### config.mk
export PLATFORM = sky130hd
export DESIGN_NAME = sysbus_arbiter_flat
export DESIGN_NICKNAME = d
export VERILOG_FILES = /design/src/rtl/sysbus_pkg.sv /design/src/rtl/sysbus_arbiter_if.sv /design/src/rtl/sysbus_arbiter_rr_arbiter2.sv /design/src/rtl/sysbus_arbiter.sv /design/src/flat_wrapper.sv
export SDC_FILE = /design/constraint.sdc
export NUM_CORES = 1
export LEC_CHECK = 0
export ABC_AREA = 0
export BUFFER_PORTS_ARGS = -buffer_cell sky130_fd_sc_hd__buf_2
export CORE_AREA = 3 3 156 158
export CTS_CLUSTER_SIZE = 28
export DETAILED_ROUTE_END_ITERATION = 10
export DIE_AREA = 0 0 159 161
export GPL_TIMING_DRIVEN = 0
export HOLD_SLACK_MARGIN = 0.06
export PLACE_DENSITY_LB_ADDON = 0.15
export REMOVE_ABC_BUFFERS = 1
export SLEW_MARGIN = 20
export SYNTH_ARGS = -nofsm -noshare
export SYNTH_HDL_FRONTEND = slang
export SYNTH_HIERARCHICAL = 1
export SYNTH_SLANG_ARGS = --single-unit
### constraint.sdc
create_clock -name clk -period 2.5 [get_ports clk]
set_clock_uncertainty 0.05 [all_clocks]
set_input_delay 0.125 -clock clk [delete_from_list [all_inputs] [get_ports clk]]
set_output_delay 0.125 -clock clk [all_outputs]
set_load 0.01 [all_outputs]
### src/rtl/sysbus_pkg.sv
// Shared Sysbus definitions: arbiter state encoding, requester id width and
// the helper that locates the read/write flag inside a request tag.
package sysbus_pkg;

    localparam int REQ_ID_W = 1;

    typedef enum logic [1:0] {
        IDLE,
        ADDR,
        WDATA,
        RESP
    } arb_state_t;

    // The top tag bit carries the direction: 1 = read, 0 = write.
    function automatic int tag_read_bit(input int tag_w);
        return tag_w - 1;
    endfunction

endpackage

### src/rtl/sysbus_arbiter_if.sv
// Bundle of requester-side (p_*) and memory-side (m_*) Sysbus signals seen by
// the arbiter; master is the arbiter's view, slave is the surrounding system.
interface sysbus_arbiter_if #(
    parameter int BUS_DATA_WIDTH = 64,
    parameter int BUS_TAG_WIDTH  = 13
);
    logic [1:0]                  p_bus_reqcyc;
    logic [2*BUS_DATA_WIDTH-1:0] p_bus_req;
    logic [2*BUS_TAG_WIDTH-1:0]  p_bus_reqtag;
    logic [1:0]                  p_bus_respack;
    logic [1:0]                  p_bus_reqack;
    logic [1:0]                  p_bus_respcyc;
    logic [BUS_DATA_WIDTH-1:0]   p_bus_resp;
    logic [BUS_TAG_WIDTH-1:0]    p_bus_resptag;

    logic                        m_bus_reqcyc;
    logic [BUS_DATA_WIDTH-1:0]   m_bus_req;
    logic [BUS_TAG_WIDTH-1:0]    m_bus_reqtag;
    logic                        m_bus_respack;
    logic                        m_bus_reqack;
    logic                        m_bus_respcyc;
    logic [BUS_DATA_WIDTH-1:0]   m_bus_resp;
    logic [BUS_TAG_WIDTH-1:0]    m_bus_resptag;

    modport master (
        input  p_bus_reqcyc, p_bus_req, p_bus_reqtag, p_bus_respack,
        input  m_bus_reqack, m_bus_respcyc, m_bus_resp, m_bus_resptag,
        output p_bus_reqack, p_bus_respcyc, p_bus_resp, p_bus_resptag,
        output m_bus_reqcyc, m_bus_req, m_bus_reqtag, m_bus_respack
    );

    modport slave (
        output p_bus_reqcyc, p_bus_req, p_bus_reqtag, p_bus_respack,
        output m_bus_reqack, m_bus_respcyc, m_bus_resp, m_bus_resptag,
        input  p_bus_reqack, p_bus_respcyc, p_bus_resp, p_bus_resptag,
        input  m_bus_reqcyc, m_bus_req, m_bus_reqtag, m_bus_respack
    );

endinterface

### src/rtl/sysbus_arbiter_rr_arbiter2.sv
// Combinational two-way round-robin pick: a lone requester wins outright,
// a tie goes to whichever requester was not granted last.
module rr_arbiter2
    import sysbus_pkg::*;
(
    input  logic [1:0]          req,
    input  logic [REQ_ID_W-1:0] last_grant,
    output logic [REQ_ID_W-1:0] grant,
    output logic                valid
);

    assign valid = |req;
    assign grant = (req == 2'b11) ? ~last_grant : req[1];

endmodule

### src/rtl/sysbus_arbiter.sv
// Shares the single Sysbus memory port between instruction fetch (0) and data
// access (1); one grant per burst, held until the last beat completes.
module sysbus_arbiter
    import sysbus_pkg::*;
#(
    parameter int BUS_DATA_WIDTH = 64,
    parameter int BUS_TAG_WIDTH  = 13,
    parameter int BEATS          = 8
) (
    input  logic                clk,
    input  logic                reset,
    sysbus_arbiter_if.master    bus,
    output logic                arb_busy,
    output logic [REQ_ID_W-1:0] arb_grant
);

    localparam int         RD_BIT    = tag_read_bit(BUS_TAG_WIDTH);
    localparam logic [3:0] LAST_BEAT = 4'(BEATS - 1);

    arb_state_t          state_q, state_d;
    logic [REQ_ID_W-1:0] grant_q, grant_d;
    logic [REQ_ID_W-1:0] last_grant_q, last_grant_d;
    logic [3:0]          count_q, count_d;

    logic [REQ_ID_W-1:0]      pick;
    logic                     pick_valid;
    logic [1:0]               grant_mask;
    logic                     sel_reqcyc;
    logic                     sel_respack;
    logic [BUS_DATA_WIDTH-1:0] sel_req;
    logic [BUS_TAG_WIDTH-1:0]  sel_tag;

    rr_arbiter2 u_rr (
        .req        (bus.p_bus_reqcyc),
        .last_grant (last_grant_q),
        .grant      (pick),
        .valid      (pick_valid)
    );

    assign grant_mask  = grant_q[0] ? 2'b10 : 2'b01;
    assign sel_reqcyc  = bus.p_bus_reqcyc[grant_q];
    assign sel_respack = bus.p_bus_respack[grant_q];
    assign sel_req     = grant_q[0] ? bus.p_bus_req[2*BUS_DATA_WIDTH-1:BUS_DATA_WIDTH]
                                    : bus.p_bus_req[BUS_DATA_WIDTH-1:0];
    assign sel_tag     = grant_q[0] ? bus.p_bus_reqtag[2*BUS_TAG_WIDTH-1:BUS_TAG_WIDTH]
                                    : bus.p_bus_reqtag[BUS_TAG_WIDTH-1:0];

    always_comb begin
        // NOTE: every output and next-state value gets a default first so no
        // path through the case statement can infer a latch.
        state_d          = state_q;
        grant_d          = grant_q;
        last_grant_d     = last_grant_q;
        count_d          = count_q;
        bus.m_bus_reqcyc  = 1'b0;
        bus.m_bus_req     = '0;
        bus.m_bus_reqtag  = '0;
        bus.m_bus_respack = 1'b0;
        bus.p_bus_reqack  = 2'b00;
        bus.p_bus_respcyc = 2'b00;
        bus.p_bus_resp    = '0;
        bus.p_bus_resptag = '0;

        case (state_q)
            IDLE: begin
                if (pick_valid) begin
                    grant_d = pick;
                    state_d = ADDR;
                end
            end
            ADDR, WDATA: begin
                bus.m_bus_reqcyc = sel_reqcyc;
                bus.m_bus_req    = sel_req;
                bus.m_bus_reqtag = sel_tag;
                bus.p_bus_reqack = grant_mask & {2{bus.m_bus_reqack}};
                if (state_q == ADDR) begin
                    // A requester withdrawing before the address is taken
                    // leaves the round-robin history untouched.
                    if (!sel_reqcyc) begin
                        state_d = IDLE;
                    end else if (bus.m_bus_reqack) begin
                        count_d = '0;
                        state_d = sel_tag[RD_BIT] ? RESP : WDATA;
                    end
                end else if (sel_reqcyc && bus.m_bus_reqack) begin
                    if (count_q == LAST_BEAT) begin
                        last_grant_d = grant_q;
                        state_d      = IDLE;
                    end else begin
                        count_d = count_q + 4'd1;
                    end
                end
            end
            RESP: begin
                bus.p_bus_respcyc = grant_mask & {2{bus.m_bus_respcyc}};
                bus.m_bus_respack = sel_respack;
                bus.p_bus_resp    = bus.m_bus_resp;
                bus.p_bus_resptag = bus.m_bus_resptag;
                if (bus.m_bus_respcyc && sel_respack) begin
                    if (count_q == LAST_BEAT) begin
                        last_grant_d = grant_q;
                        state_d      = IDLE;
                    end else begin
                        count_d = count_q + 4'd1;
                    end
                end
            end
            default: state_d = IDLE;
        endcase
    end

    assign arb_busy  = (state_q != IDLE);
    assign arb_grant = grant_q;

    // NOTE: state registers use non-blocking assignments so every flop samples
    // its _d value from the same clock edge.
    always_ff @(posedge clk) begin
        if (!reset) begin
            state_q      <= IDLE;
            grant_q      <= '0;
            last_grant_q <= '1;
            count_q      <= '0;
        end else begin
            state_q      <= state_d;
            grant_q      <= grant_d;
            last_grant_q <= last_grant_d;
            count_q      <= count_d;
        end
    end

endmodule

### src/flat_wrapper.sv
// flat-port wrapper written by rule: the top's interface ports become plain ports
module sysbus_arbiter_flat import sysbus_pkg::*;
#(
    parameter int BUS_DATA_WIDTH = 64,
    parameter int BUS_TAG_WIDTH  = 13,
    parameter int BEATS          = 8
)
  (clk, reset, arb_busy, arb_grant, bus_p_bus_reqcyc, bus_p_bus_req, bus_p_bus_reqtag, bus_p_bus_respack, bus_m_bus_reqack, bus_m_bus_respcyc, bus_m_bus_resp, bus_m_bus_resptag, bus_p_bus_reqack, bus_p_bus_respcyc, bus_p_bus_resp, bus_p_bus_resptag, bus_m_bus_reqcyc, bus_m_bus_req, bus_m_bus_reqtag, bus_m_bus_respack);
  sysbus_arbiter_if #(.BUS_DATA_WIDTH(BUS_DATA_WIDTH), .BUS_TAG_WIDTH(BUS_TAG_WIDTH)) bus_i ();
  input  logic clk;
  input  logic reset;
  output logic arb_busy;
  output logic [REQ_ID_W-1:0] arb_grant;
  input wire logic [$bits(bus_i.p_bus_reqcyc)-1:0] bus_p_bus_reqcyc;
  input wire logic [$bits(bus_i.p_bus_req)-1:0] bus_p_bus_req;
  input wire logic [$bits(bus_i.p_bus_reqtag)-1:0] bus_p_bus_reqtag;
  input wire logic [$bits(bus_i.p_bus_respack)-1:0] bus_p_bus_respack;
  input wire logic [$bits(bus_i.m_bus_reqack)-1:0] bus_m_bus_reqack;
  input wire logic [$bits(bus_i.m_bus_respcyc)-1:0] bus_m_bus_respcyc;
  input wire logic [$bits(bus_i.m_bus_resp)-1:0] bus_m_bus_resp;
  input wire logic [$bits(bus_i.m_bus_resptag)-1:0] bus_m_bus_resptag;
  output wire logic [$bits(bus_i.p_bus_reqack)-1:0] bus_p_bus_reqack;
  output wire logic [$bits(bus_i.p_bus_respcyc)-1:0] bus_p_bus_respcyc;
  output wire logic [$bits(bus_i.p_bus_resp)-1:0] bus_p_bus_resp;
  output wire logic [$bits(bus_i.p_bus_resptag)-1:0] bus_p_bus_resptag;
  output wire logic [$bits(bus_i.m_bus_reqcyc)-1:0] bus_m_bus_reqcyc;
  output wire logic [$bits(bus_i.m_bus_req)-1:0] bus_m_bus_req;
  output wire logic [$bits(bus_i.m_bus_reqtag)-1:0] bus_m_bus_reqtag;
  output wire logic [$bits(bus_i.m_bus_respack)-1:0] bus_m_bus_respack;
  assign bus_i.p_bus_reqcyc = bus_p_bus_reqcyc;
  assign bus_i.p_bus_req = bus_p_bus_req;
  assign bus_i.p_bus_reqtag = bus_p_bus_reqtag;
  assign bus_i.p_bus_respack = bus_p_bus_respack;
  assign bus_i.m_bus_reqack = bus_m_bus_reqack;
  assign bus_i.m_bus_respcyc = bus_m_bus_respcyc;
  assign bus_i.m_bus_resp = bus_m_bus_resp;
  assign bus_i.m_bus_resptag = bus_m_bus_resptag;
  assign bus_p_bus_reqack = bus_i.p_bus_reqack;
  assign bus_p_bus_respcyc = bus_i.p_bus_respcyc;
  assign bus_p_bus_resp = bus_i.p_bus_resp;
  assign bus_p_bus_resptag = bus_i.p_bus_resptag;
  assign bus_m_bus_reqcyc = bus_i.m_bus_reqcyc;
  assign bus_m_bus_req = bus_i.m_bus_req;
  assign bus_m_bus_reqtag = bus_i.m_bus_reqtag;
  assign bus_m_bus_respack = bus_i.m_bus_respack;
  sysbus_arbiter #(.BUS_DATA_WIDTH(BUS_DATA_WIDTH), .BUS_TAG_WIDTH(BUS_TAG_WIDTH), .BEATS(BEATS)) u_core (.clk(clk), .reset(reset), .bus(bus_i), .arb_busy(arb_busy), .arb_grant(arb_grant));
endmodule
Yosys cells after proc, flatten, opt, wreduce, memory -nomap -nowiden

Index checks and enable logic that the tools add are counted.

Logic and storage cells: 70
Flip-flop bits (word level): 8
Output and inout bits: 162
Bits of input ports: 239

Muxes and demuxes: 37
$add $sub $neg: 1
Order comparisons: 1
Bitwise operators: 3
Eq/ne operators: 13
Reduce and logical (&&, ||, !) cells: 11

Operator list:

| kind                                                                         | count |
|---|---|
| 64-bit two-way mux                                                           | 3 |
| 13-bit two-way mux                                                           | 3 |
| 4-bit two-way mux                                                            | 6 |
| 2-bit two-way mux                                                            | 10 |
| 1-bit two-way mux                                                            | 12 |
| 4-bit one-hot mux with 2 select lines                                        | 1 |
| 4-bit AND reduction                                                          | 2 |
| 2-bit equality test, second input constant                                   | 3 |
| 2-bit by 1-bit != test with 1-bit output, second input constant              | 3 |
| 2-bit one-hot mux with 3 select lines                                        | 1 |
| 5-bit AND reduction                                                          | 1 |
| 4-bit by 1-bit adder with 4-bit output, second input constant                | 1 |
| 2-bit AND                                                                    | 2 |
| 4-bit by 3-bit equality test with 1-bit output, second input constant        | 1 |
| 4-bit != test, second input constant                                         | 1 |
| 2-bit nonzero test                                                           | 2 |
| 2-bit OR reduction                                                           | 2 |
| 3-bit by 1-bit != test with 1-bit output, second input constant              | 1 |
| 3-bit by 2-bit != test with 1-bit output, second input constant              | 1 |
| 3-bit != test, second input constant                                         | 1 |
| 2-bit by 1-bit equality test with 1-bit output, second input constant        | 1 |
| 1-bit logical AND                                                            | 2 |
| 2-bit zero test                                                              | 1 |
| 1-bit by 2-bit less-than comparator with 1-bit output, second input constant | 1 |
| 4 further kinds                                                              | 4 |

Longest topological paths before layout

Gate-level depths: netlist (run 1).

Depth after elaboration: 6
Mapped depth: 6

Hierarchy

The synthesis (run 1) kept the hierarchy.

Modules (own cells, without submodules):

| module         | area each (sq um) | sequential area each (sq um) | instances | cells each |
|---|---|---|---|---|
| sysbus_arbiter | 2,513.7           | 160.2                        | 1         | 336 |
| rr_arbiter2    | 13.8              | 0.0                          | 1         | 2 |

Worst setup path after synthesis (run 1)

OpenSTA, ideal clock, no wires.

Path type: register to register
Start: reg u_core.state_q[0]
End: reg u_core.count_q[3]
Path buffers: 1
Path slack: 723 ps
Library setup time: 101 ps
Period minus slack after synthesis: 1,777 ps
Arrival: 1,626 ps
Stages on the path, launching flop included: 7
Cells stage by stage: dfxtp_1 inv_1 ha_1 buf_2 o32ai_1 nand4b_1 o41ai_1

Longest elaborated chain between the ends: 4
Elaborated cells on any way between the ends: 12

RTL lines:

| item                                                                                    | line                                       | RTL |
|---|---|---|
| from (decl)                                                                             | sysbus_arbiter.sv:20                       | `arb_state_t state_q, state_d;` |
| from (signal assigned)                                                                  | sysbus_arbiter.sv:124                      | `state_q <= state_d;` |
| 2-bit equality test or 2-bit by 1-bit equality test with 1-bit output (tied branches)   | sysbus_arbiter.sv:64, sysbus_arbiter.sv:76 |  |
| 2-bit OR reduction                                                                      | sysbus_arbiter.sv:64                       | `case (state_q)` |
| 3-bit by 2-bit != test with 1-bit output (no source line), or another cell as far along | n/a                                        |  |
| 5-bit AND reduction (no source line)                                                    | n/a                                        |  |
| to (signal assigned)                                                                    | sysbus_arbiter.sv:127                      | `count_q <= count_d;` |
| to (decl)                                                                               | sysbus_arbiter.sv:23                       | `logic [3:0] count_q, count_d;` |

Several ways; a longest one is shown, not always the timed one.
A chain may end at the register's enable or synchronous reset.

Worst setup path in the final report (run 1)

Start: reg u_core.state_q[0]
End: reg u_core.state_q[1]

Longest elaborated chain between the ends: 4
Elaborated cells on any way between the ends: 12

RTL lines:

| item                                                                                       | line |
|---|---|
| 2-bit equality test or 2-bit by 1-bit equality test with 1-bit output (tied branches)      | sysbus_arbiter.sv:64, sysbus_arbiter.sv:76 |
| 2-bit OR reduction                                                                         | sysbus_arbiter.sv:64 |
| 4-bit != test (no source line) or 3-bit by 1-bit != test with 1-bit output (tied branches) | n/a |
| 4-bit AND reduction (no source line)                                                       | n/a |

Several ways; a longest one is shown, not always the timed one.

==> qor.yml, run 1 <==
setup_path:
  rr_worst_depth: 7
  path_cells: "inv_1, ha_4, buf_16, nor2b_1, o21ai_0, o221a_1, o32ai_2"
  crit_family: "compound AO/OA/AOI/OAI gates"
  cp.arrival_ps: 2200
  r2r_end: "u_core/state_q[1]"
  cp_num_buf_inv: 2
  cp-startpoint: "u_core/state_q[0]"
  critical_path.endpoint: "u_core/state_q[1]"
  r2r_slack_ps: 380
  cp_num_cells: 7
  max_stage_delay_ps: 420
  crit_path_end_kind: "register"
  timing.rr.start: "u_core/state_q[0]"
  critical_path.max_fanout: 80
  cp-start-kind: "register"
  path_class: "reg2reg"
  cp.required_ps: 2590
  cp_slowest_cell: "dfxtp_1"
placed_design:
  place_congestion: 0.762
  dp.cells: 1032
  portBuffers: 400
  dpl.hpwl_microns: 13300
clock_network:
  cts_resized: 0
  numCtsBuffers: 3
  cts_tree: "built"
  cts-root-buf: "clkbuf_16"
  cts_setup_buffers: 0
  clock_latency_ps: 230
  cts_buffer_depth: 2
  path_clk_slew_ps: 40
  ctsHoldBuffers: 0
  cts_htree_levels: 1
  clock_sinks: 8
floorplan:
  core_area_sq_um: 23300
  start_util_pct: 10.9
  die-area_sq_um: 25600
  die_w_microns: 159
  io-pin-count: 401
  row_count: 56
  fp.dieH_microns: 161
power:
  ir_worst_vdd_v: 0.000291
  fin_total_pwr_mw: 2.31
  powerDensity_nw_per_um2: 463
  p_leak_nw: 2.72
yosys:
  ys_async_sr_fraction_pct: 0
  netlist_instances: 338
  synth_top_area_cell: "mux2i_1"
  synthTopCellsByCount: "nor2b_1, mux2i_1, and2_1, clkbuf_1, buf_2"
  ys_seq_elements: 8
  syn_area_per_cell_sq_um: 7.48
  synth_cell_type_count: 36
  yosys_warnings: 6
  synth_area_leaders: "mux2i_1, nor2b_1, and2_1, dfxtp_1, ha_1"
  netlist_area_sq_um: 2530
  synth_edf_count: 0
  yosysMostFrequentCell: "nor2b_1"
  yosysSeqAreaShare_pct: 6.34
  synth_flop_cell: "dfxtp_1"
  synthDominantCellAreaShare_pct: 31.7
global_route:
  antenna_found_initial: 1
  grt-ovfl-total: 0
  grt_max_degree: 88
  grt_pass1_wl_microns: 22400
  first_global_vias: 3804
  grtUsageTotal_pct: 11.0
timing:
  drv_slew: 0
  fmax_ghz: 0.472
  fin_crit_sh_pct: 84.7
  rsz0062_at_grt: "no"
  slew_headroom_pct: 56.5
  final_hold_viol_count: 0
  fin_crit_ps: 2120
  setup_viol: 0
  worst_pin_slew_ps: 652
  hold_slack_ps: 166
finish:
  instances_no_fill: 1036
  n_antenna_cell: 0
  nets: 963
  fillers: 2716
  drive_above_1_share_pct: 57.5
  regArea_sq_um: 164
  area_growth_pct: 97.6
  multi_input_area_sq_um: 2240
  fin_util_pct: 21.5
drt:
  dr.pass1.iters: 4
  wl_microns: 15500
  viasPerCell: 3.66
  wire_per_inst_microns: 15.0
  drt_iter0_drc: 111
  antenna_left: 0
  vias: 3788
  drc: 0
hold_path:
  min_path_type: "in2reg"
job:
  maxCapViolations: 0
outcome:
  status: "completed"
==> registers in the layout, summed over array words and instances, names as in the netlist <==
| register | cells |
|---|---|
| u_core/arb_grant | 1 |
| u_core/count_q | 4 |
| u_core/last_grant_q | 1 |
| u_core/state_q | 2 |
==> cell usage in the layout (no fill, tap or decap), types with 2 or more instances in the layout <==
| cell | synthesis | final |
|---|---|---|
| ha_1 | 6 | 4 |
| ha_4 | 0 | 2 |
| mux2i_1 | 80 | 80 |
| buf_16 | 0 | 3 |
| nor2b_1 | 84 | 84 |
| nand3_1 | 2 | 2 |
| o311ai_0 | 3 | 3 |
| and3_1 | 2 | 2 |
| a21oi_1 | 2 | 2 |
| a31oi_1 | 3 | 3 |
| o32ai_1 | 2 | 2 |
| nor2_1 | 5 | 5 |
| clkbuf_16 | 0 | 3 |
| inv_1 | 6 | 6 |
| o21ai_0 | 6 | 6 |
| dfxtp_1 | 8 | 7 |
| nor3_1 | 2 | 2 |
| nand2_1 | 3 | 3 |
| and2_1 | 78 | 78 |
| nand4b_1 | 2 | 2 |
| buf_2 | 10 | 400 |
==> logic make-up (layout without fill, tap and decap cells) <==
group           count (synthesis)  in the layout  share of synthesized area [%]
compound gates                 25             25                           7.53
buf+inv                        34            413                           5.84
simple gates                  184            184                           45.1
flops                           8              8                           6.34
fa+ha+maj                       6              6                           2.97
mux                            81             81                           32.3
==> worst min path at each step <==
| stage | end | slack (ps) | depth (start not counted) | from |
|---|---|---|---|---|
| 2_1_floorplan | u_core/count_q[1] | 220 | 2 | reset |
| 3_3_place_gp | u_core/arb_grant | 420 | 4 | bus_p_bus_reqcyc[0] |
| 3_5_place_dp | u_core/arb_grant | 400 | 4 | bus_p_bus_reqcyc[0] |
| 4_1_cts | u_core/arb_grant | 160 | 4 | bus_p_bus_reqcyc[0] |
| 5_1_grt | u_core/count_q[1] | 210 | 3 | reset |
| 6_report | u_core/arb_grant | 170 | 4 | bus_p_bus_reqcyc[0] |
==> metrics by stage <==
| step | setup WS [ps] | setup TNS, ps | instance area (sq um) |
|---|---|---|---|
| after floorplan | -1880 | -107670 | 2400 |
| after global placement | -3230 | -234520 | 4800 |
| final | 381 | 0 | 4990 |
| after global routing | 165 | 0 | 4990 |
| after detailed placement | 351 | 0 | 4910 |
| after CTS | 334 | 0 | 4990 |
==> where the power goes <==
part	leakage (nW)	total (mW)	switching (mW)	internal (mW)
registers	0.0658	0.188	0.0387	0.149
clock network	0.0382	0.281	0.0678	0.213
logic	2.62	1.85	0.950	0.896
==> worst register-to-register path: stages (launching register included) <==
cell and delay [ps]:
dfxtp_1 420, inv_1 140, ha_4 350, buf_16 240
nor2b_1 200, o21ai_0 130, o221a_1 280, o32ai_2 210
==> layout make-up <==
| cell class | instances | share of cell area, % |
|---|---|---|
| Multi-Input combinational cell | 296 | 45.0 |
| Timing Repair Buffer | 403 | 41.7 |
| Tap cell | 319 | 7.99 |
| Sequential cell | 8 | 3.28 |
| Clock buffer | 4 | 1.58 |
| Inverter | 6 | 0.451 |
==> per-layer routing <==
| metal | vias to the layer above | track usage [%] | wire (microns) | part of all wire [%] |
|---|---|---|---|---|
| met3 | 4 | 4.92 | 1900 | 12 |
| met4 | 2 | 0.836 | 22 | 0.14 |
| met5 | - | 0 | 13 | 0.084 |
| met1 | 1645 | 10.8 | 5340 | 34 |
| li1 | 1895 | - | - | - |
| met2 | 242 | 22.0 | 8230 | 53 |
No activity file was read; power rests on OpenSTA's default activity.
==> run 2, diff against run 1 <==
--- a/config.mk
+++ b/config.mk
@@ -7,10 +7,10 @@
 export LEC_CHECK = 0
 export ABC_AREA = 0
 export BUFFER_PORTS_ARGS = -buffer_cell sky130_fd_sc_hd__buf_2
-export CORE_AREA = 3 3 156 158
+export CORE_AREA = 3 3 155 157
 export CTS_CLUSTER_SIZE = 28
 export DETAILED_ROUTE_END_ITERATION = 10
-export DIE_AREA = 0 0 159 161
+export DIE_AREA = 0 0 158 160
 export GPL_TIMING_DRIVEN = 0
 export HOLD_SLACK_MARGIN = 0.06
 export PLACE_DENSITY_LB_ADDON = 0.15
==> constraint.sdc (replaced) <==
create_clock -name clk -period 1.8 [get_ports clk]
set_clock_uncertainty 0.05 [all_clocks]
set_input_delay 0.09 -clock clk [delete_from_list [all_inputs] [get_ports clk]]
set_output_delay 0.09 -clock clk [all_outputs]
set_load 0.01 [all_outputs]
==> run 2 against run 1 <==
- the flow now finishes with violations (negative setup slack)
- sequential power increased by 38%
- combinational power up 73%
- worst setup slack got worse by 390 ps
- cell area increased by 8.0%
- power is 66% higher
- first-iteration DRC count down 9.0%
- sequential share of layout area decreased by 0.15 points
- largest cell class unchanged
==> qor.yml, run 2 (synthesized netlist as in run 1, its figures left out) <==
setup_path:
  path_class: "reg2reg"
  crit_path_end_kind: "register"
  r2r_slack_ps: -4
  cp.required_ps: 1850
  timing.rr.start: "u_core/state_q[0]"
  r2r_end: "u_core/count_q[0]"
  rr_worst_depth: 6
  cp.arrival_ps: 1860
  cp-start-kind: "register"
  critical_path.endpoint: "u_core/count_q[0]"
  critical_path.max_fanout: 5
  cp-startpoint: "u_core/state_q[0]"
floorplan:
  die_w_microns: 158
  core_area_sq_um: 22600
  fp.dieH_microns: 160
  io-pin-count: 401
  die-area_sq_um: 25300
  start_util_pct: 11.2
  row_count: 55
drt:
  viasPerCell: 3.86
  drt_iter0_drc: 101
  vias: 3943
  antenna_left: 0
  dr.pass1.iters: 4
  wire_per_inst_microns: 17.8
  wl_microns: 18100
  drc: 0
placed_design:
  place_congestion: 0.740
  detailed_place.area_sq_um: 4860
  portBuffers: 400
  dpl.hpwl_microns: 14100
  dp.cells: 998
clock_network:
  numCtsBuffers: 3
  clock_sinks: 8
  cts_htree_levels: 1
  clock_latency_ps: 230
  cts_buffer_depth: 2
  cts-root-buf: "clkbuf_16"
  ctsHoldBuffers: 0
  path_clk_slew_ps: 40
  cts_tree: "built"
power:
  swShare_pct: 43.1
  clkPwrFrac_pct: 10.0
  ir_worst_vdd_v: 0.000377
  combPwrFrac_pct: 83.2
  p_sw_mw: 1.66
  powerDensity_nw_per_um2: 712
  p_leak_nw: 2.90
  p_int_mw: 2.19
  pwr-share-seq_pct: 6.7
timing:
  fin_crit_sh_pct: 100
  fin_crit_ps: 1800
  final_hold_viol_count: 0
  fin_setup_tns_ps: -3.73
  fmax_ghz: 0.554
  drv_slew: 0
  timing.final.ws_setup_ps: -3.73
  setup_viol: 1
  worst_pin_slew_ps: 432
  hold_slack_ps: 145
  rsz0062_at_grt: "yes"
  slew_headroom_pct: 70.6
finish:
  instances_no_fill: 1021
  reg_top3: "u_core/count_q: 4 flops, u_core/state_q: 2 flops"
  drive_above_1_share_pct: 62.5
  largest_reg_flops: 4
  layout_common_cells: "buf_2, and2_1, mux2i_1"
  final_cell_area_sq_um: 5390
  area_growth_pct: 113
  fin_util_pct: 23.8
  nets: 980
  largest-register: "u_core/count_q"
  final_common_cell: "buf_2"
global_route:
  antenna_found_initial: 4
  grtUsageTotal_pct: 12.2
  first_global_vias: 3988
  grt_pass1_wl_microns: 23700
  grt-ovfl-total: 0
  grt_max_degree: 46
hold_path:
  min_path_type: "in2reg"
outcome:
  violations: "negative setup slack"
  status: "complete, but fails checks"
job:
  maxCapViolations: 0
run 2: cell types whose count changed in the layout (fill, tap and decap cells not counted), moves of 4 or more:
| cell | change |
|---|---|
| nor2b_1 | -15 |
| mux2i_1 | -4 |
| nor2b_4 | +8 |
| clkbuf_16 | +4 |
| nor2b_2 | +7 |
| buf_4 | +7 |
run 2: worst min path at each step:
stage / endpoint / startpoint / cells past startpoint / slack, ps
floorplan: u_core/count_q[1] / reset / 2 / 190
global placement: u_core/count_q[1] / reset / 3 / 370
detailed placement: u_core/count_q[1] / reset / 3 / 370
CTS: u_core/count_q[1] / reset / 3 / 140
global route: u_core/count_q[1] / reset / 3 / 160
finish: u_core/count_q[1] / reset / 3 / 140
run 2: what timing repair did:
action                                  CTS  global route
pin swaps                                 9             4
gates cloned                              2             3
gates resized for setup                  14            31
setup buffers                            10             2
endpoints found under the setup margin  159            79
run 2: layout make-up:
cell class              count  area (sq um)
multi-input cells         296          2390
flip-flops and latches      8           169
inverters                   6          25.0
well taps                 285           357
fillers                  2574         17200
repair buffers            420          2370
clock buffers               4          78.8
diodes                      2          5.00
run 2: metal layers:
metal	part of all wire, %	GRT usage [%]	wire [microns]	vias up
met5	0	0	0	-
met4	0.64	1.02	116	0
met3	9.5	3.52	1730	8
met2	56	25.9	10100	248
met1	34	11.6	6160	1746
li1	-	-	-	1941
run 2: critical path: stages, from the launching register on:
cell      delay (ps)
dfxtp_4          370
inv_2             60
ha_4             270
buf_6            140
o32a_1           430
o311ai_2         250
o31ai_1          110
run 2: power groups by stage:
stage	clock network (mW)	registers (mW)	logic, mW
floorplan	0	0.299	1.37
global placement	0	0.334	2.52
detailed placement	0	0.272	2.56
CTS	0.394	0.251	2.90
global route	0.404	0.265	3.50
finish	0.386	0.259	3.20
run 2: through the flow:
| stage | power [mW] | setup WS, ps |
|---|---|---|
| 3_3_place_gp | 2.85 | -4550 |
| 6_report | 3.84 | -3.73 |
| 3_5_place_dp | 2.83 | -276 |
| 4_1_cts | 3.55 | 9.77 |
| 2_1_floorplan | 1.67 | -2580 |
| 5_1_grt | 4.16 | -95.3 |
==> run 3, diff against run 2 <==
--- a/config.mk
+++ b/config.mk
@@ -6,11 +6,11 @@
 export NUM_CORES = 1
 export LEC_CHECK = 0
 export ABC_AREA = 0
-export BUFFER_PORTS_ARGS = -buffer_cell sky130_fd_sc_hd__buf_2
-export CORE_AREA = 3 3 155 157
+export CORE_AREA = 3 3 157 159
 export CTS_CLUSTER_SIZE = 28
 export DETAILED_ROUTE_END_ITERATION = 10
-export DIE_AREA = 0 0 158 160
+export DIE_AREA = 0 0 160 162
+export DONT_BUFFER_PORTS = 1
 export GPL_TIMING_DRIVEN = 0
 export HOLD_SLACK_MARGIN = 0.06
 export PLACE_DENSITY_LB_ADDON = 0.15
==> run 3 against run 2 <==
- the flow now finishes without violations
- sequential power up 6%
- maximum frequency up 3.1%
- via count down 35%
- critical path type is now reg2out
- critical endpoint is now bus_m_bus_req[16]
- largest cell class unchanged
- highest routed layer unchanged
==> qor.yml, run 3 (synthesized netlist as in run 1, its figures left out) <==
drt:
  antenna_left: 0
  vias: 2558
  wl_microns: 13600
  viasPerCell: 3.93
  drt_iter0_drc: 74
  drc: 0
  dr.pass1.iters: 4
  wire_per_inst_microns: 20.9
setup_path:
  cp-start-kind: "register"
  cp.required_ps: 1660
  path_class: "reg2out"
  crit_family: "flip-flops"
  path_cells: "inv_4, ha_4, buf_12, buf_12, nor2b_1"
  max_stage_delay_ps: 390
  cp.arrival_ps: 1610
  cp_common_cell: "buf_12"
  crit_path_end_kind: "primary output"
  critical_path.max_fanout: 68
  cp_num_buf_inv: 3
  cp_slowest_cell: "dfxtp_4"
power:
  powerDensity_nw_per_um2: 841
  ir_worst_vdd_v: 0.000372
  fin_total_pwr_mw: 2.78
  p_leak_nw: 1.04
clock_network:
  path_clk_slew_ps: 40
  cts_buffer_depth: 2
  cts_tree: "built"
  clock_sinks: 8
  clock_latency_ps: 240
  numCtsBuffers: 3
  cts-root-buf: "clkbuf_16"
  cts_htree_levels: 1
finish:
  reg_top3: "u_core/count_q: 4 flops, u_core/state_q: 2 flops"
  nets: 578
  largest-register: "u_core/count_q"
  layout_common_cells: "mux2i_1, and2_1, nor2b_1"
  n_antenna_cell: 0
  final_common_cell: "mux2i_1"
  area_growth_pct: 30.8
  drive_above_1_share_pct: 16.0
  largest_reg_flops: 4
  fin_util_pct: 14.1
global_route:
  grt-ovfl-total: 0
  grtUsageTotal_pct: 8.97
  antenna_found_initial: 2
  grt_max_degree: 69
  grt_pass1_wl_microns: 17600
  first_global_vias: 2547
floorplan:
  die-area_sq_um: 25900
  io-pin-count: 401
  die_w_microns: 160
  start_util_pct: 10.8
  core_area_sq_um: 23400
  fp.dieH_microns: 162
  row_count: 56
timing:
  fin_crit_sh_pct: 97.2
  final_hold_viol_count: 0
  fmax_ghz: 0.571
  timing.final.ws_setup_ps: 50.1
  setup_viol: 0
  worst_pin_slew_ps: 378
  fin_crit_ps: 1750
  drv_slew: 0
  fin_setup_tns_ps: 0
  rsz0062_at_grt: "yes"
  slew_headroom_pct: 74.1
placed_design:
  portBuffers: 0
  dpl.hpwl_microns: 11100
  place_ws_ps: -346
  place_congestion: 0.693
outcome:
  status: "completed"
job:
  maxCapViolations: 0
hold_path:
  min_path_type: "in2reg"
## run 3: cell count changes in the layout (fill, tap and decap cells not counted), moves of 3 or more
cell	delta
clkbuf_16	-4
nor2b_4	-5
nor2b_2	+5
mux2i_1	+4
buf_2	-398
mux2i_2	-3
## run 3: report_power, final
part	internal, mW	switching, mW	total [mW]
combinational	0.939	1.17	2.11
clock	0.296	0.100	0.396
sequential	0.213	0.0608	0.274
## run 3: worst reg2reg max path, cell delays in order (launching register included)
cell and delay (ps):
dfxtp_4 390, inv_4 60, ha_4 260, buf_6 140, o32a_1 360, o311ai_1 250
o21ai_0 120
## run 3: through the flow
step	instance area [sq um]	hold slack (ps)	std cells
floorplan	2400	187	310
global placement	2800	198	629
detailed placement	2890	198	632
CTS	3140	75.4	644
global route	3310	92.1	651
finish	3310	76.1	651
## run 3: what timing repair did
| action | 4_1_cts | 5_1_grt |
|---|---|---|
| gates cloned | 1 | 0 |
| buffers inserted | 5 | 7 |
| pin swaps | 3 | 10 |
| hold endpoints to repair | 6 | 0 |
| resized for setup | 17 | 30 |
| setup endpoints to repair | 116 | 77 |
| hold buffers | 2 | 0 |
## run 3: final cells by class
cell class / instances / area (sq um)
clock buffers: 4 / 78.8
fillers: 2693 / 20100
inverters: 6 / 27.5
multi-input cells: 296 / 2360
flip-flops and latches: 8 / 171
well taps: 319 / 399
repair buffers: 18 / 265
## run 3: final timing paths
check / start / to / slack, ps / depth (start not counted)
worst max-delay path: u_core/state_q[0] / bus_m_bus_req[16] / 50 / 5
worst min-delay path: bus_p_bus_reqcyc[1] / u_core/arb_grant / 80 / 3
worst max register to register: u_core/state_q[0] / u_core/count_q[1] / 60 / 6
worst min register to register: u_core/count_q[3] / u_core/count_q[3] / 450 / 2
## run 3: per-layer routing
metal | up-vias | share of wire, % | GRT usage, %
li1 | 1130 | - | -
met3 | 8 | 11 | 2.63
met2 | 242 | 55 | 18.3
met1 | 1178 | 34 | 9.06
met5 | - | 0 | 0
met4 | 0 | 0.95 | 1.38
